## src/rtl/mario_audio_i2s_tx.sv

```systemverilog
// I2S transmitter: serialises the signed 16-bit mono mix onto SCLK/LRCK/DAC, same sample in both slots.
// Latency: sample captured in the O_FRAME_STB clock, its MSB appears on DAC at that clock edge.
// Backpressure: none; I_SND_DAT is free-running and only sampled at the frame load, one frame per 1000 clocks.
module mario_audio_i2s_tx #(
  parameter int ACC_INC = 16,
  parameter int ACC_MOD = 125,
  parameter int ACC_W   = 7
) (
  input  logic        I_CLK_48M,
  input  logic        I_RESETn,
  input  logic [15:0] I_SND_DAT,
  input  logic        I_MUTE,
  output logic        O_AUDIO_SCLK,
  output logic        O_AUDIO_LRCK,
  output logic        O_AUDIO_DAC,
  output logic        O_FRAME_STB
);

  // The sum carries one extra bit so acc+ACC_INC can never wrap before the
  // modulus compare, whatever ACC_W is chosen.
  localparam logic [ACC_W:0] C_INC = (ACC_W+1)'(ACC_INC);
  localparam logic [ACC_W:0] C_MOD = (ACC_W+1)'(ACC_MOD);

  logic [ACC_W-1:0] r_acc;
  logic [ACC_W:0]   w_sum;
  logic             w_tick;
  logic             w_fall;
  logic             w_load;
  logic             r_sclk;
  logic             r_lrck;
  logic             r_dac;
  logic [5:0]       r_bit_cnt;
  logic [5:0]       w_bit_nxt;
  // Only word[62:0] needs storing: word[63] goes straight to DAC on load.
  logic [62:0]      r_shift;
  logic [15:0]      w_smp;
  logic [63:0]      w_word;

  assign w_sum     = {1'b0, r_acc} + C_INC;
  assign w_tick    = (w_sum >= C_MOD);
  // A tick while SCLK is high is a falling edge: the only point where the
  // frame state advances.
  assign w_fall    = w_tick & r_sclk;
  assign w_bit_nxt = r_bit_cnt + 6'd1;
  assign w_load    = w_fall && (w_bit_nxt == 6'd1);

  // Frame word assembled from the live inputs; only consumed in the load clock,
  // so mute and data changes between loads never tear a frame.
  always_comb begin
    w_smp  = I_MUTE ? 16'h0000 : I_SND_DAT;
    w_word = {w_smp, 16'h0000, w_smp, 16'h0000};
  end

  // Fractional phase accumulator producing 16 ticks every 125 clocks.
  always_ff @(posedge I_CLK_48M or negedge I_RESETn) begin
    if (!I_RESETn) begin
      r_acc <= '0;
    end else begin
      r_acc <= ACC_W'(w_tick ? (w_sum - C_MOD) : w_sum);
    end
  end

  // Bit clock toggles on every tick.
  always_ff @(posedge I_CLK_48M or negedge I_RESETn) begin
    if (!I_RESETn) begin
      r_sclk <= 1'b0;
    end else if (w_tick) begin
      r_sclk <= ~r_sclk;
    end
  end

  // Falling ticks advance the 64-bit frame: word select, data bit and shifter.
  always_ff @(posedge I_CLK_48M or negedge I_RESETn) begin
    if (!I_RESETn) begin
      r_bit_cnt <= 6'd63;
      r_lrck    <= 1'b1;
      r_dac     <= 1'b0;
      r_shift   <= '0;
    end else if (w_fall) begin
      r_bit_cnt <= w_bit_nxt;
      r_lrck    <= w_bit_nxt[5];
      if (w_bit_nxt == 6'd1) begin
        // Left MSB goes out one bit after LRCK fell (I2S one-bit delay).
        r_dac   <= w_word[63];
        r_shift <= w_word[62:0];
      end else if (w_bit_nxt == 6'd0) begin
        // Final pad bit of the right slot, coincides with LRCK falling.
        r_dac   <= 1'b0;
      end else begin
        r_dac   <= r_shift[62];
        r_shift <= {r_shift[61:0], 1'b0};
      end
    end
  end

  assign O_AUDIO_SCLK = r_sclk;
  assign O_AUDIO_LRCK = r_lrck;
  assign O_AUDIO_DAC  = r_dac;
  // Strobe marks the clock whose closing edge captures the sample; it is
  // decoded from registered state only, so reset forces it low at once.
  assign O_FRAME_STB  = w_load;

endmodule

```

## config.mk

```make
export PLATFORM = sky130hd
export DESIGN_NAME = mario_audio_i2s_tx
export DESIGN_NICKNAME = d
export VERILOG_FILES = /design/src/rtl/mario_audio_i2s_tx.sv
export SDC_FILE = /design/constraint.sdc
export NUM_CORES = 1
export LEC_CHECK = 0
export CAP_MARGIN = 10
export CORE_MARGIN = 2
export CORE_UTILIZATION = 45
export DETAILED_ROUTE_END_ITERATION = 8
export MAX_ROUTING_LAYER = met4
export PLACE_DENSITY_LB_ADDON = 0.05
export SYNTH_ARGS = -nofsm -noshare
export SYNTH_HDL_FRONTEND = slang
export SYNTH_SLANG_ARGS = --single-unit
```

## constraint.sdc

```tcl
create_clock -name I_CLK_48M -period 2.8 [get_ports I_CLK_48M]
set_clock_uncertainty 0.15 [all_clocks]
set_input_delay 0.42 -clock I_CLK_48M [delete_from_list [all_inputs] [get_ports I_CLK_48M]]
set_output_delay 0.42 -clock I_CLK_48M [all_outputs]
set_load 0.03 [all_outputs]
```

Word-level counts from Yosys, hierarchy flattened
Index checks and enable logic that the tools add are counted.
{ "totals": {"elab_cells": 23, "reg_bits": 79, "inputBits": 19} }
{ "classes": {"magnitude_cmp": 1, "n_reduce_logical": 3, "n_eq_ne": 2, "n_mux": 6, "add_sub_neg": 3, "bitwise_logic": 2} }
{ "ops": {"columns": ["cell", "n"], "rows": [
  ["63-bit two-way mux", 2],
  ["16-bit two-way mux", 1],
  ["7-bit by 5-bit adder with 8-bit output, second input constant", 1],
  ["8-bit by 7-bit >= comparator with 1-bit output, second input constant", 1],
  ["7-bit two-way mux", 1],
  ["7-bit subtractor, second input constant", 1],
  ["6-bit by 1-bit adder with 6-bit output, second input constant", 1],
  ["6-bit by 1-bit == test with 1-bit output, second input constant", 1],
  ["6-bit logical NOT", 1],
  ["1-bit two-way mux", 2],
  ["2-bit inequality test, second input constant", 1],
  ["2-bit AND reduction", 1],
  ["1-bit AND", 1],
  ["1-bit logical AND", 1],
  ["1-bit inverter", 1]
]} }

Depth between registers and ports, before layout
{ "depth": {"depth_word": 4, "mapped_depth": 10, "mapped_depth_nobuf": 7} }

Worst setup path before layout
No wires, ideal clock.
{ "synth_timing": {"path_type": "flip-flop to output port", "start": "reg r_acc[0]", "end": "out O_FRAME_STB", "path_slack_ps": -33, "arrival_ps": 2263, "required_time_ps": 2230, "path_stages_with_launch": 9, "path_cell_list": "dfrtp_1 > inv_1 > ha_1 > nor2b_1 > or3_1 > a311o_1 > buf_6 > clkbuf_1 > nor2_1"} }
{ "synth_via": {"elab_chain_cells": 4} }
{ "synth_rtl": {"columns": ["item", "line_no", "source"], "rows": [
  ["start: declaration", "24", "logic [ACC_W-1:0] r_acc;"],
  ["start signal: assignment", "59", "r_acc <= ACC_W'(w_tick ? (w_sum - C_MOD) : w_sum);"],
  ["7-bit by 5-bit adder with 8-bit output", "39", "assign w_sum = {1'b0, r_acc} + C_INC;"],
  ["8-bit by 7-bit >= comparator with 1-bit output", "40", "assign w_tick = (w_sum >= C_MOD);"],
  ["1-bit AND", "43", "assign w_fall = w_tick & r_sclk;"],
  ["1-bit logical AND", "45", "assign w_load = w_fall && (w_bit_nxt == 6'd1);"],
  ["end: declaration", "16", "output logic O_FRAME_STB"]
]} }
No other way between the ends.

Worst setup path after layout
{ "layout_timing": {"start": "reg r_acc[1]", "end": "out O_FRAME_STB"} }
Same word-level chain as after synthesis.

==> out/metrics.yaml <==
detailed_routing:
  drt-total-wl_um: 5909
  vias: 2042
  drt_pre_antenna_iters: 4
  ant_nets: 0
  wl_per_cell_um: 16.10
  avgViaCountPerCell: 5.564
  drc: 0
  drtIter0Drc: 133
setup_path:
  critPathMaxStageDelay_ns: 0.46
  cp_num_buf_inv: 2
  arrival_ns: 2.18
  cp-start-kind: "flop"
  crit_type: "flop to primary output"
  crit_slowest_cell: "a311o_2"
  worstSetupEndpointType: "primary output"
  critPathTopFamily: "simple AND/OR/NAND/NOR gates"
  worstPathMaxFanout: 4
  crit_chain: "inv_1 > ha_2 > nor2b_1 > or3_1 > a311o_2 > nor2_4 > buf_6"
  crit_required_ns: 2.23
synthesis:
  synth_top_family_by_area: "compound AO/OA/AOI/OAI gates"
  yosysUniqueCellTypes: 44
  syn_area_per_cell_sq_um: 11.34
  synth_cells: 254
  synth_compound_area_share_pct: 26.40
  synth-xor-area-share_pct: 3.951
  synth-edff-count: 0
  synth-main-ff-cell: "dfrtp_1"
  synth_seq_cells: 62
  synth_simple_gate_area_share_pct: 6.340
  yosys_warnings: 0
  async_flop_share_pct: 100.0
  syn_area_sq_um: 2882
  yosys.area_share.adder_pct: 3.040
  seq_area_frac_synth_pct: 54.10
  synth_fp_nets: 280
  synthMuxAreaShare_pct: 1.129
cts:
  clockBufferDepth: 2
  cts_sinks: 62
  clk_pin_slew_worst_paths_ns: 0.07
  cts_buffers: 9
  worst_skew_pair.late_latency_ns: 0.33
  cts_root_buffer: "clkbuf_8"
  cts_tree: "built"
  htreeDepth: 3
timing:
  timing.final.crit_share_pct: 98.29
  setup_viol: 0
  hold_ws_ns: 0.3337
  timing_hold_violations_final: 0
  rsz0062_at_grt: "true"
  min_period_ns: 2.752
  slew_headroom_pct: 75.56
  slew_violations: 0
  fmax_ghz: 0.3633
  worst_slew_pin_slew_ns: 0.3659
grt:
  grt_overflow: 0
  grt_max_degree: 63
  track_usage_pct: 19.17
  antenna_found_initial: 0
  grt_pass1_vias: 2143
  grt_pass1_wl_um: 10320
power:
  power-per-cell-area_nw_per_um2: 520.8
  total_leakage_power_nw: 1.581
  totalPowerFinal_mw: 1.801
  irDropWorstVdd_mv: 0.4326
flow_run:
  drv_cap: 0
layout:
  diodes: 0
  drive_gt1_share_pct: 18.62
  area_delta_synth_final_pct: 19.97
  finish.utilization_pct: 55.07
  fin_nets: 311
  nFillCells: 574
floorplanning:
  die_h_um: 84.02
  core_sq_um: 6277
  rows: 29
  ioPinCount: 23
  initial_core_util_pct: 45.90
  die_area_sq_um: 7059
  die_w_um: 84.02
place:
  hpwl_um: 3646
  gp_congestion: 0.7756
  io_buffers: 22
hold_path:
  hp-class: "flop to flop"
run_status:
  outcome: "completed"
cell usage after synthesis, types with 2 or more instances:
cell type,n,area share (%)
dfrtp_1,56,49
nand3_1,2,0.35
a21oi_1,15,2.6
or3_1,2,0.43
xor2_1,6,1.8
nor2b_1,4,0.87
nor2_1,7,0.91
buf_2,7,1.2
buf_6,3,1.2
a21o_1,2,0.52
o22ai_1,2,0.43
dfstp_2,6,5.5
a2bb2oi_1,30,9.1
clkbuf_1,7,0.91
a22o_1,16,4.9
nand2_1,5,0.65
xnor2_1,7,2.1
ha_1,7,3.0
o21ai_0,27,4.7
nand3b_1,2,0.52
nor3_1,4,0.69
o21ai_1,2,0.35
inv_1,12,1.6
a211oi_2,3,1.3
per-layer routing:
layer	global-route usage [%]	part of all wire, %	vias up
met2	26.62	44	30
met1	26.62	52	1010
li1	-	-	996
met3	5.836	3.2	6
met5	-	0	-
met4	6.891	1.3	0
flip-flops by register name (all words and copies together), names as in the netlist:
name and count:
O_AUDIO_LRCK 1, r_bit_cnt 5, r_shift 47, O_AUDIO_DAC 1
O_AUDIO_SCLK 1, r_acc 7
layout by cell type (no fill, tap or decap), types with 4 or more instances in the layout:
cell type | synthesis | final
a21oi_1 | 15 | 15
a22o_1 | 16 | 16
a2bb2oi_1 | 30 | 30
buf_4 | 0 | 14
clkbuf_8 | 0 | 11
clkdlybuf4s50_1 | 0 | 20
dfrtp_1 | 56 | 55
dfstp_2 | 6 | 6
ha_1 | 7 | 5
inv_1 | 12 | 12
nand2_1 | 5 | 5
nor2_1 | 7 | 6
nor2b_1 | 4 | 4
nor3_1 | 4 | 4
o21ai_0 | 27 | 27
xnor2_1 | 7 | 7
xor2_1 | 6 | 6
worst paths after layout:
check | slack, ns | endpoint | cells after the start | from
setup / recovery | 0.05 | O_FRAME_STB | 7 | r_acc[1]
hold / removal | 0.33 | r_shift[16] | 1 | r_shift[16]
setup reg to reg | 0.20 | r_shift[41] | 10 | r_acc[1]
hold reg to reg | 0.33 | r_shift[16] | 1 | r_shift[16]
max in group asynchronous | 1.71 | r_bit_cnt[4] | 3 | I_RESETn
min in group asynchronous | 0.47 | r_shift[42] | 3 | I_RESETn
stage by stage:
step	worst slack [ns]	instance area (sq um)	setup TNS (ns)	std cells
final	0.04782	3457	0	367
after global routing	-0.04936	3457	-0.04936	367
after CTS	0.003498	3416	0	364
after detailed placement	0.1486	3181	0	345
after global placement	0.1970	3181	0	345
after floorplan	0.08590	2884	0	254
logic make-up after synthesis:
group	Yosys count
AND/OR/NAND/NOR	34
multiplexers	3
adder cells (fa/ha/maj)	7
XOR/XNOR	13
AO/OA/AOI/OAI	105
buffers and inverters	30
flip-flops	62
repair_timing:
item / in CTS / in global routing
setup endpoints to repair: 1 / 18
buffers inserted: 2 / 3
pin swaps: 1 / 2
hold buffers: 1 / 0
cloned: 0 / 0
gates resized for setup: 3 / 6
endpoints found under the hold margin: 56 / 0
where the power goes:
group | total, mW | internal [mW] | switching (mW)
Sequential | 0.930 | 0.918 | 0.0117
Clock | 0.787 | 0.455 | 0.332
Combinational | 0.0837 | 0.0481 | 0.0356
layout make-up:
class | instances | area (sq um) | area share [%]
flip-flops and latches | 62 | 1560 | 45.13
multi-input cells | 162 | 1204 | 34.82
repair buffers | 38 | 351.6 | 10.17
clock buffers | 12 | 155.1 | 4.488
well taps | 77 | 96.34 | 2.787
clock inverters | 4 | 45.04 | 1.303
inverters | 12 | 45.04 | 1.303
worst reg2reg max path: cells and delay by family (launching register included):
family,cells,cell delay [ns]
buffers and inverters,4,0.63
AO/OA/AOI/OAI,2,0.62
AND/OR/NAND/NOR,3,0.60
flip-flops,1,0.35
adder cells (fa/ha/maj),1,0.19
(Power assumes the default switching activity.)
